===== src/rtl/sequence_capture_if.sv =====
// Player-side capture bus: start/expected/keys/tick in, status and per-digit echo out.
// The master side drives the player inputs; the slave side is the capture block.
interface sequence_capture_if #(
    parameter int unsigned SEQ_W = 18
);
    logic             start;
    logic [SEQ_W-1:0] expected;
    logic             key_one;
    logic             key_zero;
    logic             tick;
    logic             busy;
    logic             done;
    logic             pass;
    logic [SEQ_W-1:0] entered;
    logic [4:0]       digit_idx;
    logic             echo_draw;
    logic [4:0]       echo_dec;
    logic             echo_bit;

    modport master (
        output start, expected, key_one, key_zero, tick,
        input  busy, done, pass, entered, digit_idx, echo_draw, echo_dec, echo_bit
    );

    modport slave (
        input  start, expected, key_one, key_zero, tick,
        output busy, done, pass, entered, digit_idx, echo_draw, echo_dec, echo_bit
    );
endinterface


===== src/rtl/sequence_capture.sv =====
// Collects one bit per key press LSB-first and compares the word with the expected sequence.
// Define SEQ_CAPTURE_EARLY_FAIL_EN to end the capture on the first mismatching digit.
module sequence_capture #(
    parameter int unsigned SEQ_W         = 18,
    parameter int unsigned SEQ_LEN       = 17,
    parameter int unsigned TIMEOUT_TICKS = 10
) (
    input logic                clock,
    input logic                reset,
    sequence_capture_if.slave  bus
);
    localparam int unsigned IDX_W = 5;
    localparam int unsigned CNT_W = $clog2(TIMEOUT_TICKS + 1);
    localparam logic [SEQ_W:0]   LEN_ONE  = (SEQ_W+1)'(1);
    localparam logic [SEQ_W-1:0] LEN_MASK = SEQ_W'((LEN_ONE << SEQ_LEN) - LEN_ONE);

    typedef enum logic [1:0] {IDLE, ENTER, CHECK, DONE} state_e;

    state_e             state_q, state_d;
    logic [SEQ_W-1:0]   exp_q, exp_d;
    logic [SEQ_W-1:0]   entered_q, entered_d;
    logic [IDX_W-1:0]   idx_q, idx_d;
    logic [CNT_W-1:0]   cnt_q, cnt_d;
    logic               pass_q, pass_d;
    logic               echo_draw_q, echo_draw_d;
    logic [IDX_W-1:0]   echo_dec_q, echo_dec_d;
    logic               echo_bit_q, echo_bit_d;
    logic               busy_q, done_q;
    logic [2:0]         one_sync_q, zero_sync_q;

    logic press_one_c, press_zero_c, press_ok_c;

    // Two synchronizer stages, third stage for rising-edge detect
    assign press_one_c  = one_sync_q[1]  & ~one_sync_q[2];
    assign press_zero_c = zero_sync_q[1] & ~zero_sync_q[2];
    assign press_ok_c   = press_one_c ^ press_zero_c;

    always_ff @(posedge clock or posedge reset) begin
        if (reset) state_q <= IDLE;
        else       state_q <= state_d;
    end

    always_comb begin
        state_d     = state_q;
        exp_d       = exp_q;
        entered_d   = entered_q;
        idx_d       = idx_q;
        cnt_d       = cnt_q;
        pass_d      = pass_q;
        echo_draw_d = 1'b0;
        echo_dec_d  = echo_dec_q;
        echo_bit_d  = echo_bit_q;

        if (bus.start) begin
            state_d   = ENTER;
            exp_d     = bus.expected;
            entered_d = '0;
            idx_d     = '0;
            cnt_d     = '0;
        end else begin
            unique case (state_q)
                ENTER: begin
                    if (press_ok_c) begin
                        entered_d[idx_q] = press_one_c;
                        echo_draw_d      = 1'b1;
                        echo_dec_d       = idx_q;
                        echo_bit_d       = press_one_c;
                        idx_d            = idx_q + IDX_W'(1);
                        cnt_d            = '0;
                        if (idx_q == IDX_W'(SEQ_LEN - 1)) state_d = CHECK;
`ifdef SEQ_CAPTURE_EARLY_FAIL_EN
                        if (press_one_c != exp_q[idx_q]) begin
                            state_d = DONE;
                            pass_d  = 1'b0;
                        end
`endif
                    end else if (bus.tick) begin
                        if (cnt_q != CNT_W'(TIMEOUT_TICKS)) cnt_d = cnt_q + CNT_W'(1);
                        if (cnt_d == CNT_W'(TIMEOUT_TICKS)) begin
                            state_d = DONE;
                            pass_d  = 1'b0;
                        end
                    end
                end
                CHECK: begin
                    pass_d  = (((entered_q ^ exp_q) & LEN_MASK) == '0);
                    state_d = DONE;
                end
                default: ;
            endcase
        end
    end

    // Datapath and status registers; status follows the state register by one cycle
    always_ff @(posedge clock or posedge reset) begin
        if (reset) begin
            exp_q       <= '0;
            entered_q   <= '0;
            idx_q       <= '0;
            cnt_q       <= '0;
            pass_q      <= 1'b0;
            echo_draw_q <= 1'b0;
            echo_dec_q  <= '0;
            echo_bit_q  <= 1'b0;
            busy_q      <= 1'b0;
            done_q      <= 1'b0;
            one_sync_q  <= '0;
            zero_sync_q <= '0;
        end else begin
            exp_q       <= exp_d;
            entered_q   <= entered_d;
            idx_q       <= idx_d;
            cnt_q       <= cnt_d;
            pass_q      <= pass_d;
            echo_draw_q <= echo_draw_d;
            echo_dec_q  <= echo_dec_d;
            echo_bit_q  <= echo_bit_d;
            busy_q      <= (state_q == ENTER) || (state_q == CHECK);
            done_q      <= (state_q == DONE);
            one_sync_q  <= {one_sync_q[1:0], bus.key_one};
            zero_sync_q <= {zero_sync_q[1:0], bus.key_zero};
        end
    end

    assign bus.busy      = busy_q;
    assign bus.done      = done_q;
    assign bus.pass      = pass_q;
    assign bus.entered   = entered_q;
    assign bus.digit_idx = idx_q;
    assign bus.echo_draw = echo_draw_q;
    assign bus.echo_dec  = echo_dec_q;
    assign bus.echo_bit  = echo_bit_q;
endmodule

===== src/flat_wrapper.sv =====
// flat-port wrapper written by rule: the top's interface ports become plain ports
module sequence_capture_flat 
#(
    parameter int unsigned SEQ_W         = 18,
    parameter int unsigned SEQ_LEN       = 17,
    parameter int unsigned TIMEOUT_TICKS = 10
)
  (clock, reset, bus_start, bus_expected, bus_key_one, bus_key_zero, bus_tick, bus_busy, bus_done, bus_pass, bus_entered, bus_digit_idx, bus_echo_draw, bus_echo_dec, bus_echo_bit);
  sequence_capture_if #(.SEQ_W(SEQ_W)) bus_i ();
  input logic clock;
  input logic reset;
  input wire logic [$bits(bus_i.start)-1:0] bus_start;
  input wire logic [$bits(bus_i.expected)-1:0] bus_expected;
  input wire logic [$bits(bus_i.key_one)-1:0] bus_key_one;
  input wire logic [$bits(bus_i.key_zero)-1:0] bus_key_zero;
  input wire logic [$bits(bus_i.tick)-1:0] bus_tick;
  output wire logic [$bits(bus_i.busy)-1:0] bus_busy;
  output wire logic [$bits(bus_i.done)-1:0] bus_done;
  output wire logic [$bits(bus_i.pass)-1:0] bus_pass;
  output wire logic [$bits(bus_i.entered)-1:0] bus_entered;
  output wire logic [$bits(bus_i.digit_idx)-1:0] bus_digit_idx;
  output wire logic [$bits(bus_i.echo_draw)-1:0] bus_echo_draw;
  output wire logic [$bits(bus_i.echo_dec)-1:0] bus_echo_dec;
  output wire logic [$bits(bus_i.echo_bit)-1:0] bus_echo_bit;
  assign bus_i.start = bus_start;
  assign bus_i.expected = bus_expected;
  assign bus_i.key_one = bus_key_one;
  assign bus_i.key_zero = bus_key_zero;
  assign bus_i.tick = bus_tick;
  assign bus_busy = bus_i.busy;
  assign bus_done = bus_i.done;
  assign bus_pass = bus_i.pass;
  assign bus_entered = bus_i.entered;
  assign bus_digit_idx = bus_i.digit_idx;
  assign bus_echo_draw = bus_i.echo_draw;
  assign bus_echo_dec = bus_i.echo_dec;
  assign bus_echo_bit = bus_i.echo_bit;
  sequence_capture #(.SEQ_W(SEQ_W), .SEQ_LEN(SEQ_LEN), .TIMEOUT_TICKS(TIMEOUT_TICKS)) u_core (.clock(clock), .reset(reset), .bus(bus_i));
endmodule

===== config.mk =====
export PLATFORM = sky130hd
export DESIGN_NAME = sequence_capture_flat
export DESIGN_NICKNAME = d
export VERILOG_FILES = /design/src/rtl/sequence_capture_if.sv /design/src/rtl/sequence_capture.sv /design/src/flat_wrapper.sv
export SDC_FILE = /design/constraint.sdc
export NUM_CORES = 1
export LEC_CHECK = 0
export BUFFER_PORTS_ARGS = -buffer_cell sky130_fd_sc_hd__buf_4
export CAP_MARGIN = 20
export CORE_ASPECT_RATIO = 1.4
export CORE_MARGIN = 5
export CORE_UTILIZATION = 43
export CTS_CLUSTER_SIZE = 40
export DETAILED_ROUTE_END_ITERATION = 16
export HOLD_SLACK_MARGIN = 0.06
export PLACE_DENSITY_LB_ADDON = 0.25
export SYNTH_ARGS = -nofsm -noshare
export SYNTH_HDL_FRONTEND = slang
export SYNTH_SLANG_ARGS = --single-unit

===== constraint.sdc =====
create_clock -name clock -period 3.05 [get_ports clock]
set_clock_uncertainty 0.2 [all_clocks]
set_input_delay 0.305 -clock clock [delete_from_list [all_inputs] [get_ports clock]]
set_output_delay 0.305 -clock clock [all_outputs]
set_load 0.01 [all_outputs]

After elaboration in Yosys (flattened, before gate mapping)
Cells that the tools add are included.
{"block": "word_totals", "in_bits": 24, "out_inout_bits": 33, "regBits": 62}
{"block": "op_classes", "n_addsub": 2, "n_bitwise": 7, "n_mux": 31, "magnitude_cmp": 2, "n_eq_ne": 12, "reduce_logical": 13}
{"op": "18-bit 2-to-1 mux", "n": 3}
{"op": "4-bit 2-to-1 mux", "n": 9}
{"op": "18-bit bitwise mux", "n": 1}
{"op": "18-bit logical NOT", "n": 1}
{"op": "17-bit bitwise XOR", "n": 1}
{"op": "5-bit 2-to-1 mux", "n": 3}
{"op": "2-bit 2-to-1 mux", "n": 5}
{"op": "4-bit != test (second input constant)", "n": 2}
{"op": "1-bit 2-to-1 mux", "n": 7}
{"op": "5-bit by 6-bit < comparator with 1-bit output (second input constant)", "n": 1}
{"op": "2-bit nonzero test", "n": 3}
{"op": "3-bit nonzero test", "n": 2}
{"op": "5-bit by 1-bit adder with 5-bit output (second input constant)", "n": 1}
{"op": "1-bit demux with 5-bit select", "n": 1}
{"op": "5-bit == test (second input constant)", "n": 1}
{"op": "5-bit by 1-bit greater-or-equal comparator with 1-bit output (second input constant)", "n": 1}
{"op": "5-bit AND reduction", "n": 1}
{"op": "4-bit by 1-bit adder with 4-bit output (second input constant)", "n": 1}
{"op": "2-bit == test (second input constant)", "n": 2}
{"op": "4-bit == test (second input constant)", "n": 1}
{"op": "2-bit != test (second input constant)", "n": 2}
{"op": "4-bit by 2-bit != test with 1-bit output (second input constant)", "n": 1}
{"op": "4-bit by 3-bit != test with 1-bit output (second input constant)", "n": 1}
{"op": "2-bit case mux with 2 select lines", "n": 1}
{"op": "other kinds (11)", "n": 15}

Longest topological paths before layout
Gate-level depths: netlist (run 1).
{"block": "depth", "word_depth": 12, "depth_mapped": 7, "ltp_nobuf": 7}

Least setup slack after synthesis (run 1)
Ideal clock, no wire load.
{"block": "synth_timing", "kind": "register -> register", "from": "register u_core.cnt_q[0]", "to": "register u_core.pass_q, in the netlist u_core.bus.pass", "required_time_ns": 2.725, "setup_ns": 0.125, "setup_slack_ns": 0.905, "stages_incl_launch_ff": 7, "path_buffers": 0, "arrival_ns": 1.820, "cell_sequence": "dfrtp_1 ha_1 nor2b_1 a2111oi_0 o31ai_1 a211oi_2 mux2_2"}
{"block": "synth_via", "elab_chain_len": 9}
{"item": "start, declared", "line_no": "sequence_capture.sv:23", "rtl": "logic [CNT_W-1:0] cnt_q, cnt_d;"}
{"item": "start signal, assigned", "line_no": "sequence_capture.sv:113", "rtl": "cnt_q <= cnt_d;"}
{"item": "4-bit by 1-bit adder with 4-bit output / 4-bit != test (equally long branches)", "line_no": "sequence_capture.sv:78", "rtl": "if (cnt_q != CNT_W'(TIMEOUT_TICKS)) cnt_d = cnt_q + CNT_W'(1);"}
{"item": "4-bit 2-to-1 mux (*)", "line_no": "sequence_capture.sv:78"}
{"item": "4-bit 2-to-1 mux (*)", "line_no": "sequence_capture.sv:77", "rtl": "end else if (bus.tick) begin"}
{"item": "4-bit 2-to-1 mux (*)", "line_no": "sequence_capture.sv:63", "rtl": "if (press_ok_c) begin"}
{"item": "4-bit 2-to-1 mux (*)", "line_no": "sequence_capture.sv:61", "rtl": "unique case (state_q)"}
{"item": "4-bit 2-to-1 mux (*)", "line_no": "sequence_capture.sv:54", "rtl": "if (bus.start) begin"}
{"item": "4-bit == test (*)", "line_no": "sequence_capture.sv:79", "rtl": "if (cnt_d == CNT_W'(TIMEOUT_TICKS)) begin"}
{"item": "2-bit by 1-bit != test with 1-bit output (no line) (*)"}
{"item": "5-bit AND reduction (no line) (*)"}
{"item": "end signal, assigned", "line_no": "sequence_capture.sv:114", "rtl": "pass_q <= pass_d;"}
{"item": "end, declared", "line_no": "sequence_capture.sv:24", "rtl": "logic pass_q, pass_d;"}
Mark *: on every way between the ends. The rest lies on a longest branch, timed or not. The select of a mux whose other input is x is not followed.
A chain may end at the register's enable or synchronous reset.

Worst setup path in the final report (run 1)
{"block": "layout_timing", "from": "register u_core.one_sync_q[2]", "to": "register u_core.entered_q[12], in the netlist u_core.bus.entered[12]"}
{"block": "layout_via", "elab_chain_len": 6}
{"item": "start, declared", "line_no": "sequence_capture.sv:29", "rtl": "logic [2:0] one_sync_q, zero_sync_q;"}
{"item": "start signal, assigned", "line_no": "sequence_capture.sv:120", "rtl": "one_sync_q <= {one_sync_q[1:0], bus.key_one};"}
{"item": "1-bit NOT (*)", "line_no": "sequence_capture.sv:34", "rtl": "assign press_one_c = one_sync_q[1] & ~one_sync_q[2];"}
{"item": "1-bit AND (*)", "line_no": "sequence_capture.sv:34"}
{"item": "18-bit bitwise mux", "line_no": "sequence_capture.sv:64", "rtl": "entered_d[idx_q] = press_one_c;"}
{"item": "18-bit 2-to-1 mux", "line_no": "sequence_capture.sv:63"}
{"item": "18-bit 2-to-1 mux", "line_no": "sequence_capture.sv:61"}
{"item": "18-bit 2-to-1 mux", "line_no": "sequence_capture.sv:54"}
{"item": "end signal, assigned", "line_no": "sequence_capture.sv:111", "rtl": "entered_q <= entered_d;"}
{"item": "end, declared", "line_no": "sequence_capture.sv:21", "rtl": "logic [SEQ_W-1:0] entered_q, entered_d;"}
Marks and branches as above.

==> results of run 1 <==
-- sequential cells by signal, indices dropped and copies added (netlist names) --
signal / cells
u_core.bus.digit_idx: 5
u_core.bus.entered: 18
u_core.bus.done: 1
u_core.bus.echo_draw: 1
u_core.state_q: 2
u_core.bus.echo_bit: 1
u_core.bus.busy: 1
u_core.cnt_q: 4
u_core.exp_q: 17
u_core.bus.echo_dec: 5
u_core.bus.pass: 1
u_core.one_sync_q: 3
u_core.zero_sync_q: 3
-- what timing repair did --
| item | in CTS | in global routing |
|---|---|---|
| buffers inserted | 0 | 0 |
| hold buffers | 20 | 0 |
| endpoints found under the hold margin | 81 | 0 |
| resized for setup | 0 | 0 |
| endpoints found under the setup margin | 0 | 0 |
-- layout make-up --
type | instances | share of cell area [%]
clock buffers | 12 | 3.77
clock inverters | 4 | 1.82
inverters | 10 | 0.974
multi-input cells | 159 | 33.1
flip-flops and latches | 62 | 40.2
well taps | 92 | 2.99
repair buffers | 81 | 17.1
-- cells in the mapped netlist, types with 6 or more instances --
library cell	n
a32o_1	14
clkbuf_1	6
dfrtp_1	62
ha_1	9
inv_1	9
mux2_2	23
nand2_1	6
nand3_1	17
nand4_1	8
nor2_1	11
xnor2_1	14
xor2_1	7
-- report_power, final --
group / internal [mW] / switching [mW]
Clock: 0.480 / 0.303
Combinational: 0.121 / 0.109
Sequential: 0.865 / 0.0336
Total: 1.47 / 0.446
-- stage by stage --
step                util (%)  std cells
floorplan                  -        242
global placement        52.0        384
detailed placement      52.0        384
CTS                     58.3        420
global route            58.3        420
finish                  58.3        420
-- layer usage --
layer	vias to the layer above	GRT usage, %	share of wire, %
met5	-	0	0
met1	1073	20.8	42
met2	63	26.0	50
met4	0	8.33	2.5
li1	1034	-	-
met3	13	3.77	5.1
-- cells by family (layout without fill, tap and decap cells) --
family	after synthesis	count (layout)	synth area share (%)
and+or+nand+nor	68	68	12.9
adders and majority gates	9	9	3.84
xor gates and xnor gates	22	22	7.22
DFF	62	62	52.9
AOI/OAI and AO/OA	33	33	9.44
buffers and inverters	21	107	3.46
muxes	27	27	10.2
-- placed cells by master, fill, tap and decap left out, types with 7 or more instances in the layout --
cell type      netlist  final
a32o_1              14     14
dlygate4sd3_1        0     20
mux2_2              23     23
nor2_1              11     11
clkbuf_8             0     10
xor2_1               7      7
xnor2_1             14     14
ha_1                 9      9
nand4_1              8      8
dfrtp_1             62     62
buf_4                0     61
nand3_1             17     17
inv_1                9      8
-- path summary, 6_finish.rpt --
path	endpoint	slack (ps)	cells past startpoint
max	u_core.bus.entered[12]	600	6
max in group asynchronous	u_core.state_q[1]	1590	4
min	u_core.one_sync_q[1]	150	0
min reg2reg	u_core.one_sync_q[1]	150	0
max reg2reg	u_core.bus.entered[12]	600	6
min in group asynchronous	u_core.zero_sync_q[0]	560	4
-- critical path, stage by stage, from the launching register on --
cell and delay [ps]:
dfrtp_1 400, nor2b_4 230, xor2_4 440, and2_1 460, buf_4 230, nand3_1 80, a32o_1 280
==> flow_results.xml, run 1 <==
<?xml version="1.0" encoding="UTF-8"?>
<metrics>
  <group name="sta">
    <metric name="rsz0062_at_grt" unit="">no</metric>
    <metric name="finalHoldViolations" unit="">0</metric>
    <metric name="least_margin_pin_slew" unit="ps">849</metric>
    <metric name="setup_total_negative_slack" unit="ps">0</metric>
    <metric name="worst_slack" unit="ps">605</metric>
    <metric name="worst_hold_slack" unit="ps">149</metric>
    <metric name="worst_slew_margin_rel" unit="%">42.9</metric>
    <metric name="post-route-period-util" unit="%">80.2</metric>
    <metric name="report.final.slew_viol_count" unit="">0</metric>
    <metric name="final-setup-viol-count" unit="">0</metric>
    <metric name="maximum_achievable_frequency" unit="MHz">409</metric>
    <metric name="period_needed" unit="ps">2450</metric>
  </group>
  <group name="global_routing">
    <metric name="antenna_found_initial" unit="">0</metric>
    <metric name="vias_in_the_first_global_route" unit="">2201</metric>
    <metric name="grt_pass1_wl" unit="mm">10.9</metric>
    <metric name="track_usage" unit="%">16.4</metric>
    <metric name="grt.overflow.total" unit="">0</metric>
    <metric name="pin_count_of_the_biggest_net_entering_global_routing" unit="">63</metric>
  </group>
  <group name="synthesis">
    <metric name="cell_types_with_the_largest_area_share_after_synthesis" unit="">dfrtp_1 (53%), mux2_2 (8.8%), a32o_1 (4.8%), xnor2_1 (4.2%), ha_1 (3.8%)</metric>
    <metric name="ys_dominant_reg_cell" unit="">dfrtp_1</metric>
    <metric name="synth_warnings" unit="">0</metric>
    <metric name="synth_edf_count" unit="">0</metric>
    <metric name="syn-instance-count" unit="">242</metric>
    <metric name="synth_area_per_cell" unit="sq um">12.1</metric>
    <metric name="synthArstFlopShare" unit="%">100</metric>
    <metric name="ys_types" unit="">43</metric>
    <metric name="synth.yosys.seq_area_share" unit="%">52.9</metric>
    <metric name="synth.largest_area_cell" unit="">dfrtp_1</metric>
    <metric name="mappedNetlistArea" unit="sq um">2930</metric>
    <metric name="post-synth-top-area-fraction" unit="%">52.9</metric>
    <metric name="synth_nets" unit="">275</metric>
    <metric name="synth-seq-cells" unit="">62</metric>
  </group>
  <group name="placed_design">
    <metric name="dpl_worst_slack" unit="ps">633</metric>
    <metric name="placer_s_final_routability_congestion_estimate" unit="">0.798</metric>
    <metric name="port_buffers" unit="">55</metric>
    <metric name="placed_cell_area" unit="sq um">3440</metric>
    <metric name="dp_hpwl" unit="mm">4.34</metric>
  </group>
  <group name="detailed_routing">
    <metric name="initial_drc_count" unit="">138</metric>
    <metric name="drtAntennaViolNets" unit="">0</metric>
    <metric name="wl" unit="mm">6.26</metric>
    <metric name="route.detailed.drc" unit="">0</metric>
    <metric name="detailedRoute.firstPassIterationCount" unit="">4</metric>
    <metric name="route.detailed.wl_per_inst" unit="um">14.9</metric>
    <metric name="via_per_inst" unit="">5.20</metric>
    <metric name="via_count" unit="">2183</metric>
  </group>
  <group name="power_and_ir_drop">
    <metric name="power.ir.vdd_worst" unit="mV">0.269</metric>
    <metric name="report.power.total" unit="mW">1.91</metric>
    <metric name="power.static_leakage" unit="nW">1.79</metric>
    <metric name="power.density_cell_area" unit="nW/um^2">496</metric>
  </group>
  <group name="worst_setup_path">
    <metric name="end_kind" unit="">flop</metric>
    <metric name="path_class" unit="">reg -&gt; reg</metric>
    <metric name="worstSetupStartpointType" unit="">flop</metric>
    <metric name="worst_r2r_startpoint" unit="">u_core.one_sync_q[2]</metric>
    <metric name="worst_setup_path_startpoint" unit="">u_core.one_sync_q[2]</metric>
    <metric name="cp_max_fo" unit="">16</metric>
    <metric name="worstPathArrival" unit="ps">2460</metric>
    <metric name="cp_data_required_time" unit="ps">3070</metric>
  </group>
  <group name="die">
    <metric name="floorplan.io_pins" unit="">57</metric>
    <metric name="horiz_die_dim" unit="um">79.8</metric>
    <metric name="initial_cell_density_of_the_core" unit="%">44.3</metric>
    <metric name="number_of_cell_rows" unit="">35</metric>
    <metric name="die_area" unit="sq um">8590</metric>
    <metric name="chipHeight" unit="um">108</metric>
    <metric name="floorplan.core_area" unit="sq um">6610</metric>
  </group>
  <group name="final_layout">
    <metric name="area_of_the_multi_input_gates" unit="sq um">1280</metric>
    <metric name="stdcell_area" unit="sq um">3850</metric>
    <metric name="syn2layout_area_growth" unit="%">31.6</metric>
    <metric name="area.sequential" unit="sq um">1550</metric>
    <metric name="num-fill-cells" unit="">569</metric>
    <metric name="antenna-diode-count" unit="">0</metric>
    <metric name="share_of_cells_above_drive_strength_1" unit="%">32.3</metric>
    <metric name="finalNetCount" unit="">356</metric>
  </group>
  <group name="clock_tree">
    <metric name="cts_tree" unit="">done</metric>
    <metric name="cts-root-to-sink-buffers" unit="">2</metric>
    <metric name="tritoncts.num_buffers" unit="">9</metric>
    <metric name="path_clk_slew" unit="ps">70</metric>
    <metric name="clock_tree.root_cell" unit="">clkbuf_8</metric>
    <metric name="cts_num_sinks" unit="">62</metric>
    <metric name="clock_latency" unit="ps">330</metric>
    <metric name="htree_num_levels" unit="">3</metric>
  </group>
  <group name="worst_hold_path">
    <metric name="min_path_type" unit="">reg -&gt; reg</metric>
    <metric name="timing.hold.worst.start" unit="">u_core.one_sync_q[0]</metric>
  </group>
  <group name="outcome">
    <metric name="outcome" unit="">completed</metric>
  </group>
  <group name="job">
    <metric name="drv_cap" unit="">0</metric>
  </group>
</metrics>
No activity file was read; power rests on OpenSTA's default activity.
==> run 2: changes to the inputs <==
- ABC_AREA: not set -> 1
- clock period: 3.05 -> 2.1 ns (I/O delays scaled with it)
==> run 2 against run 1 <==
Effect of this change:
- die area grew 7.3%
- critical path depth up 2
- combinational power rose to 3.2 times the previous value
- synthesized area up 8.2%
- final cell count increased by 39%
- sequential share of layout area decreased by 2.3 points
- non-clock buffer count unchanged
- count of clock-buffer cells in the layout decreased by 1
- power rose by 62%
- largest cell class unchanged
- utilization fell by 2.0 points
==> flow_results.xml, run 2 <==
<?xml version="1.0" encoding="UTF-8"?>
<metrics>
  <group name="worst_setup_path">
    <metric name="crit_slowest_cell" unit="">dfrtp_1</metric>
    <metric name="largest_delay_contributor_family_on_the_critical_path" unit="">simple AND/OR/NAND/NOR gates</metric>
    <metric name="cp_data_required_time" unit="ps">2170</metric>
    <metric name="end_kind" unit="">flop</metric>
    <metric name="worst-r2r-setup-slack" unit="ps">290</metric>
    <metric name="worstSetupStartpointType" unit="">flop</metric>
    <metric name="path_class" unit="">reg -&gt; reg</metric>
    <metric name="crit_chain" unit="">inv_1 &gt; ha_2 &gt; inv_1 &gt; nor2_4 &gt; nand2_4 &gt; nor2_8 &gt; inv_1 &gt; o22ai_1</metric>
    <metric name="worst_setup_path_startpoint" unit="">u_core.state_q[1]</metric>
    <metric name="cp_max_fo" unit="">16</metric>
    <metric name="crit-reg2reg-capture" unit="">u_core.bus.entered[16]</metric>
    <metric name="worst_r2r_startpoint" unit="">u_core.state_q[1]</metric>
    <metric name="worstRegToRegCells" unit="">8</metric>
    <metric name="timing.critical_path.buf_inv" unit="">3</metric>
    <metric name="worst_path_most_repeated_cell" unit="">inv_1</metric>
    <metric name="worstPathArrival" unit="ps">1890</metric>
    <metric name="cp_peak_stage_delay" unit="ps">410</metric>
  </group>
  <group name="synthesis">
    <metric name="ys_dominant_reg_cell" unit="">dfrtp_1</metric>
    <metric name="synth_edf_count" unit="">0</metric>
    <metric name="synth_commonest_cells" unit="">nand2_1 (128), dfrtp_1 (62), inv_1 (55), nor2_1 (34), o21ai_0 (34)</metric>
    <metric name="post-synth-top-area-fraction" unit="%">48.9</metric>
    <metric name="synth_nets" unit="">432</metric>
    <metric name="synth.largest_area_cell" unit="">dfrtp_1</metric>
    <metric name="synth_warnings" unit="">0</metric>
    <metric name="synth_area_per_cell" unit="sq um">7.95</metric>
    <metric name="synthArstFlopShare" unit="%">100</metric>
    <metric name="mappedNetlistArea" unit="sq um">3170</metric>
    <metric name="cell_types_with_the_largest_area_share_after_synthesis" unit="">dfrtp_1 (49%), nand2_1 (15%), inv_1 (6.5%), o21ai_0 (5.4%), nand3_1 (4.4%)</metric>
    <metric name="yosysMostFrequentCell" unit="">nand2_1</metric>
    <metric name="syn-instance-count" unit="">399</metric>
    <metric name="synth-seq-cells" unit="">62</metric>
    <metric name="synth.yosys.seq_area_share" unit="%">48.9</metric>
    <metric name="ys_types" unit="">29</metric>
  </group>
  <group name="sta">
    <metric name="maximum_achievable_frequency" unit="MHz">552</metric>
    <metric name="setup_total_negative_slack" unit="ps">0</metric>
    <metric name="worst_slack" unit="ps">288</metric>
    <metric name="post-route-period-util" unit="%">86.3</metric>
    <metric name="least_margin_pin_slew" unit="ps">445</metric>
    <metric name="worst_slew_margin_rel" unit="%">70.2</metric>
    <metric name="report.final.slew_viol_count" unit="">0</metric>
    <metric name="rsz0062_at_grt" unit="">no</metric>
    <metric name="finalHoldViolations" unit="">0</metric>
    <metric name="period_needed" unit="ps">1810</metric>
    <metric name="worst_hold_slack" unit="ps">162</metric>
    <metric name="final-setup-viol-count" unit="">0</metric>
  </group>
  <group name="power_and_ir_drop">
    <metric name="power.static_leakage" unit="nW">2.16</metric>
    <metric name="comb_power_share" unit="%">23.9</metric>
    <metric name="power.ir.vdd_worst" unit="mV">0.442</metric>
    <metric name="power.share.clock" unit="%">30.5</metric>
    <metric name="seqPwrFrac" unit="%">45.6</metric>
    <metric name="power.density_cell_area" unit="nW/um^2">755</metric>
    <metric name="netSwitchingFraction" unit="%">32.0</metric>
    <metric name="cell_internal_pwr" unit="mW">2.10</metric>
    <metric name="net_switching_power_figure" unit="mW">0.988</metric>
  </group>
  <group name="final_layout">
    <metric name="num-fill-cells" unit="">681</metric>
    <metric name="stdcell_area" unit="sq um">4090</metric>
    <metric name="final_core_util" unit="%">56.3</metric>
    <metric name="most_frequent_cells_in_the_layout" unit="">nand2_1 (128), dfrtp_1 (62), buf_4 (58)</metric>
    <metric name="largest_register_ff_count" unit="">18</metric>
    <metric name="most_common_cell_after_layout_fill_and_taps_aside" unit="">nand2_1</metric>
    <metric name="syn2layout_area_growth" unit="%">29.0</metric>
    <metric name="antenna-diode-count" unit="">0</metric>
    <metric name="share_of_cells_above_drive_strength_1" unit="%">19.1</metric>
    <metric name="finalNetCount" unit="">516</metric>
  </group>
  <group name="outcome">
    <metric name="outcome" unit="">completed</metric>
  </group>
  <group name="worst_hold_path">
    <metric name="min_path_type" unit="">reg -&gt; reg</metric>
    <metric name="worst_hold_path.endpoint" unit="">u_core.one_sync_q[1]</metric>
    <metric name="timing.hold.worst.start" unit="">u_core.one_sync_q[0]</metric>
    <metric name="hold_path_depth" unit="">0</metric>
  </group>
  <group name="global_routing">
    <metric name="grt.met3_usage" unit="%">4.94</metric>
    <metric name="grt_busiest_layer" unit="">met2</metric>
    <metric name="grt_pass1_wl" unit="mm">12.8</metric>
    <metric name="track_usage" unit="%">18.1</metric>
    <metric name="antenna_found_initial" unit="">0</metric>
    <metric name="grtUsageMet1" unit="%">22.7</metric>
    <metric name="grt.overflow.total" unit="">0</metric>
    <metric name="vias_in_the_first_global_route" unit="">2790</metric>
    <metric name="pin_count_of_the_biggest_net_entering_global_routing" unit="">63</metric>
    <metric name="groute.layer.met2.usage" unit="%">29.0</metric>
  </group>
  <group name="detailed_routing">
    <metric name="drtAntennaViolNets" unit="">0</metric>
    <metric name="route.detailed.drc" unit="">0</metric>
    <metric name="detailedRoute.firstPassIterationCount" unit="">4</metric>
    <metric name="wl" unit="mm">7.37</metric>
    <metric name="via_per_inst" unit="">4.73</metric>
    <metric name="initial_drc_count" unit="">160</metric>
    <metric name="route.detailed.wl_per_inst" unit="um">12.6</metric>
    <metric name="via_count" unit="">2763</metric>
  </group>
  <group name="clock_tree">
    <metric name="cts_num_sinks" unit="">62</metric>
    <metric name="cts_tree" unit="">done</metric>
    <metric name="clock_tree.root_cell" unit="">clkbuf_8</metric>
    <metric name="clock_latency" unit="ps">350</metric>
    <metric name="post-cts-setup-buffer-count" unit="">0</metric>
    <metric name="htree_num_levels" unit="">3</metric>
    <metric name="path_clk_slew" unit="ps">70</metric>
    <metric name="tritoncts.num_buffers" unit="">9</metric>
    <metric name="cts-root-to-sink-buffers" unit="">2</metric>
  </group>
  <group name="placed_design">
    <metric name="dp_hpwl" unit="mm">5.10</metric>
    <metric name="dpl_worst_slack" unit="ps">204</metric>
    <metric name="placer_s_final_routability_congestion_estimate" unit="">0.892</metric>
    <metric name="placed_cell_area" unit="sq um">3700</metric>
    <metric name="port_buffers" unit="">55</metric>
  </group>
  <group name="die">
    <metric name="number_of_cell_rows" unit="">37</metric>
    <metric name="floorplan.core_area" unit="sq um">7270</metric>
    <metric name="die_area" unit="sq um">9220</metric>
    <metric name="floorplan.io_pins" unit="">57</metric>
    <metric name="horiz_die_dim" unit="um">82.6</metric>
    <metric name="chipHeight" unit="um">112</metric>
    <metric name="initial_cell_density_of_the_core" unit="%">43.6</metric>
  </group>
  <group name="job">
    <metric name="drv_cap" unit="">0</metric>
  </group>
</metrics>
## run 2: changes by cell type in the layout (fill, tap and decap cells not counted), sizes merged, moves of 6 or more
cell   change
nand3     +12
xnor2     -12
o21ai     +30
a32o      -14
o22ai      +6
xor2       -6
nand2    +128
inv       +47
mux2      -23
nor2      +27
## run 2: worst register-to-register path, stage by stage (launching register included)
cell and delay, ps:
dfrtp_1 410, inv_1 80, ha_2 250, inv_1 110
nor2_4 120, nand2_4 140, nor2_8 180, inv_1 100
o22ai_1 150
## run 2: repair_timing
action | in CTS | in global routing
setup endpoints to repair | 0 | 2
hold buffers | 22 | 0
hold endpoints to repair | 82 | 0
resized for setup | 0 | 1
## run 2: worst max-delay path by stage
stage	cells past startpoint	slack (ps)	to
after CTS	8	200	u_core.bus.entered[16]
after detailed placement	8	200	u_core.bus.entered[17]
after global placement	8	250	u_core.bus.entered[16]
after global routing	8	80	u_core.bus.entered[16]
after floorplan	1	150	u_core.bus.busy
final	8	290	u_core.bus.entered[16]
## run 2: final cells by class
type | instances | area [sq um] | area share, %
flip-flops and latches | 62 | 1550 | 37.9
clock buffers | 11 | 151 | 3.70
multi-input cells | 273 | 1360 | 33.1
repair buffers | 81 | 676 | 16.5
inverters | 56 | 215 | 5.26
clock inverters | 4 | 22.5 | 0.550
well taps | 97 | 121 | 2.97
## run 2: cell families (layout without fill, tap and decap cells)
| logic type | after synthesis | in the layout | share of synthesized area (%) |
|---|---|---|---|
| fa+ha+maj | 9 | 9 | 3.55 |
| flops | 62 | 62 | 48.9 |
| xor+xnor | 4 | 4 | 1.10 |
| simple gates | 215 | 215 | 30.5 |
| compound gates | 45 | 45 | 7.53 |
| buf+inv | 64 | 152 | 8.44 |
## run 2: per-stage QoR
stage               total power [mW]  std cells
floorplan                       1.91        399
global placement                2.12        547
detailed placement              2.14        547
CTS                             3.12        584
global route                    3.29        584
finish                          3.09        584
## run 2: layer usage
layer  share of wire (%)  routed length, um  vias to the layer above
met5                   0                  0                        -
met4                 2.7                200                        0
met1                  43               3200                     1270
li1                    -                  -                     1415
met3                 4.9                360                       16
met2                  49               3610                       62
## run 2: power groups by stage
stage                     combinational, mW  sequential [mW]  clock [mW]
final                                 0.740             1.41       0.943
after global routing                  0.846             1.43        1.02
after CTS                             0.747             1.41       0.960
after detailed placement              0.709             1.43           0
after global placement                0.697             1.42           0
after floorplan                       0.473             1.44           0
==> run 3: changes to the inputs <==
- clock period: 2.1 -> 1.94 ns (I/O delays scaled with it)
==> run 3 against run 2 <==
Effect of this change:
- register-to-register slack worse by 120 ps
- critical path depth up 1
- non-clock buffer count up 6
- flip-flop and latch count unchanged
- count of clock-buffer cells in the layout up 2
- critical path type unchanged
- clock power up 19%
- first-iteration DRC count down 12%
- final cell count up 0.86%
- wire length down 1.7%
- via count down 0.47%
==> flow_results.xml, run 3 (synthesized netlist as in run 2, its figures left out) <==
<?xml version="1.0" encoding="UTF-8"?>
<metrics>
  <group name="worst_setup_path">
    <metric name="worst_r2r_startpoint" unit="">u_core.state_q[1]</metric>
    <metric name="worstPathArrival" unit="ps">1840</metric>
    <metric name="largest_delay_contributor_family_on_the_critical_path" unit="">simple AND/OR/NAND/NOR gates</metric>
    <metric name="cp_peak_stage_delay" unit="ps">410</metric>
    <metric name="timing.critical_path.buf_inv" unit="">3</metric>
    <metric name="cp_max_fo" unit="">16</metric>
    <metric name="worst-r2r-setup-slack" unit="ps">170</metric>
    <metric name="crit_chain" unit="">inv_1 &gt; ha_1 &gt; inv_1 &gt; nor2_4 &gt; nand2_4 &gt; nor2_8 &gt; buf_4 &gt; nand2_1 &gt; nand2_1</metric>
    <metric name="worstRegToRegCells" unit="">9</metric>
    <metric name="worst_setup_path_startpoint" unit="">u_core.state_q[1]</metric>
    <metric name="end_kind" unit="">flop</metric>
    <metric name="crit-reg2reg-capture" unit="">u_core.bus.entered[15]</metric>
    <metric name="worstSetupStartpointType" unit="">flop</metric>
    <metric name="cp_data_required_time" unit="ps">2010</metric>
    <metric name="critical_path_depth" unit="">9</metric>
    <metric name="crit_end" unit="">u_core.bus.entered[15]</metric>
    <metric name="crit_slowest_cell" unit="">dfrtp_1</metric>
    <metric name="path_class" unit="">reg -&gt; reg</metric>
  </group>
  <group name="clock_tree">
    <metric name="clock_tree.root_cell" unit="">clkbuf_8</metric>
    <metric name="clock_latency" unit="ps">340</metric>
    <metric name="cts_num_sinks" unit="">62</metric>
    <metric name="cts_tree" unit="">done</metric>
    <metric name="tritoncts.num_buffers" unit="">9</metric>
    <metric name="cts-root-to-sink-buffers" unit="">2</metric>
    <metric name="htree_num_levels" unit="">3</metric>
    <metric name="path_clk_slew" unit="ps">60</metric>
  </group>
  <group name="power_and_ir_drop">
    <metric name="netSwitchingFraction" unit="%">29.9</metric>
    <metric name="power.ir.vdd_worst" unit="mV">0.450</metric>
    <metric name="power.density_cell_area" unit="nW/um^2">837</metric>
    <metric name="comb_power_share" unit="%">24.2</metric>
    <metric name="seqPwrFrac" unit="%">43.5</metric>
    <metric name="power.static_leakage" unit="nW">2.20</metric>
    <metric name="power.share.clock" unit="%">32.3</metric>
    <metric name="net_switching_power_figure" unit="mW">1.04</metric>
    <metric name="cell_internal_pwr" unit="mW">2.43</metric>
  </group>
  <group name="sta">
    <metric name="worst_slew_margin_rel" unit="%">69.6</metric>
    <metric name="worst_hold_slack" unit="ps">147</metric>
    <metric name="final-setup-viol-count" unit="">0</metric>
    <metric name="post-route-period-util" unit="%">91.2</metric>
    <metric name="maximum_achievable_frequency" unit="MHz">565</metric>
    <metric name="period_needed" unit="ps">1770</metric>
    <metric name="setup_total_negative_slack" unit="ps">0</metric>
    <metric name="report.final.slew_viol_count" unit="">0</metric>
    <metric name="finalHoldViolations" unit="">0</metric>
    <metric name="rsz0062_at_grt" unit="">no</metric>
    <metric name="least_margin_pin_slew" unit="ps">454</metric>
  </group>
  <group name="placed_design">
    <metric name="port_buffers" unit="">55</metric>
    <metric name="placer_s_final_routability_congestion_estimate" unit="">0.891</metric>
    <metric name="dp_hpwl" unit="mm">5.10</metric>
    <metric name="placed_cell_area" unit="sq um">3710</metric>
  </group>
  <group name="detailed_routing">
    <metric name="route.detailed.drc" unit="">0</metric>
    <metric name="wl" unit="mm">7.25</metric>
    <metric name="via_count" unit="">2750</metric>
    <metric name="via_per_inst" unit="">4.67</metric>
    <metric name="detailedRoute.firstPassIterationCount" unit="">4</metric>
    <metric name="initial_drc_count" unit="">141</metric>
    <metric name="route.detailed.wl_per_inst" unit="um">12.3</metric>
    <metric name="drtAntennaViolNets" unit="">0</metric>
  </group>
  <group name="die">
    <metric name="chipHeight" unit="um">112</metric>
    <metric name="number_of_cell_rows" unit="">37</metric>
    <metric name="floorplan.io_pins" unit="">57</metric>
    <metric name="horiz_die_dim" unit="um">82.6</metric>
    <metric name="floorplan.core_area" unit="sq um">7270</metric>
    <metric name="initial_cell_density_of_the_core" unit="%">43.6</metric>
    <metric name="die_area" unit="sq um">9220</metric>
  </group>
  <group name="final_layout">
    <metric name="most_frequent_cells_in_the_layout" unit="">nand2_1 (128), buf_4 (64), dfrtp_1 (62)</metric>
    <metric name="antenna-diode-count" unit="">0</metric>
    <metric name="finalNetCount" unit="">522</metric>
    <metric name="num-fill-cells" unit="">672</metric>
    <metric name="most_common_cell_after_layout_fill_and_taps_aside" unit="">nand2_1</metric>
    <metric name="largest_register_ff_count" unit="">18</metric>
    <metric name="stdcell_area" unit="sq um">4150</metric>
    <metric name="share_of_cells_above_drive_strength_1" unit="%">19.3</metric>
    <metric name="syn2layout_area_growth" unit="%">30.8</metric>
  </group>
  <group name="job">
    <metric name="drv_cap" unit="">0</metric>
  </group>
  <group name="global_routing">
    <metric name="grt.overflow.total" unit="">0</metric>
    <metric name="pin_count_of_the_biggest_net_entering_global_routing" unit="">63</metric>
    <metric name="vias_in_the_first_global_route" unit="">2670</metric>
    <metric name="grt_pass1_wl" unit="mm">12.3</metric>
    <metric name="antenna_found_initial" unit="">0</metric>
    <metric name="track_usage" unit="%">17.1</metric>
  </group>
  <group name="outcome">
    <metric name="outcome" unit="">completed</metric>
  </group>
  <group name="worst_hold_path">
    <metric name="min_path_type" unit="">reg -&gt; reg</metric>
  </group>
</metrics>
==> run 3: power groups by stage <==
stage          Sequential [mW]  Clock, mW  Combinational [mW]
2_1_floorplan             1.56          0               0.512
3_3_place_gp              1.53          0               0.783
3_5_place_dp              1.54          0               0.798
4_1_cts                   1.52       1.14               0.837
5_1_grt                   1.53       1.19               0.955
6_report                  1.51       1.12               0.840
==> run 3: worst reg2reg max path, cell delays in order (launching register included) <==
cell	delay, ps
dfrtp_1	410
inv_1	70
ha_1	230
inv_1	120
nor2_4	120
nand2_4	140
nor2_8	150
buf_4	150
nand2_1	50
nand2_1	70
==> run 3: routing by layer <==
layer  track usage, %  wire length (um)  up-vias
met4             6.76               114        0
li1                 -                 -     1427
met1             22.1              3120     1243
met2             27.2              3610       72
met3             4.05               407        8
met5                0                 0        -
==> run 3: per-stage QoR <==
stage / worst slack (ps) / power [mW] / utilization, % / cells
2_1_floorplan: 4.60 / 2.07 / - / 399
3_3_place_gp: 181 / 2.32 / 51.1 / 549
3_5_place_dp: 140 / 2.34 / 51.1 / 549
4_1_cts: 124 / 3.49 / 56.7 / 585
5_1_grt: 20.2 / 3.67 / 57.1 / 589
6_report: 170 / 3.47 / 57.1 / 589
==> run 3: worst min path at each step <==
stage,slack (ps),cells past startpoint,from,to
after floorplan,30,0,bus_key_one,u_core.one_sync_q[0]
after global placement,90,3,reset,u_core.cnt_q[1]
after detailed placement,100,3,reset,u_core.cnt_q[0]
after CTS,150,0,u_core.zero_sync_q[0],u_core.zero_sync_q[1]
after global routing,150,0,u_core.zero_sync_q[0],u_core.zero_sync_q[1]
final,150,0,u_core.zero_sync_q[0],u_core.zero_sync_q[1]
==> run 3: layout make-up <==
cell class / count / area, sq um / share of cell area (%)
timing repair buffer: 87 / 721 / 17.4
sequential: 62 / 1550 / 37.4
clock buffer: 13 / 159 / 3.83
clock inverter: 1 / 30.0 / 0.724
tap: 97 / 121 / 2.92
inverter: 56 / 215 / 5.19
multi-input combinational: 273 / 1350 / 32.6
==> run 3: timing repair <==
action	CTS	global route
buffers inserted	0	4
hold buffers	22	0
endpoints found under the setup margin	0	4
resized for setup	0	0
hold endpoints to repair	82	0
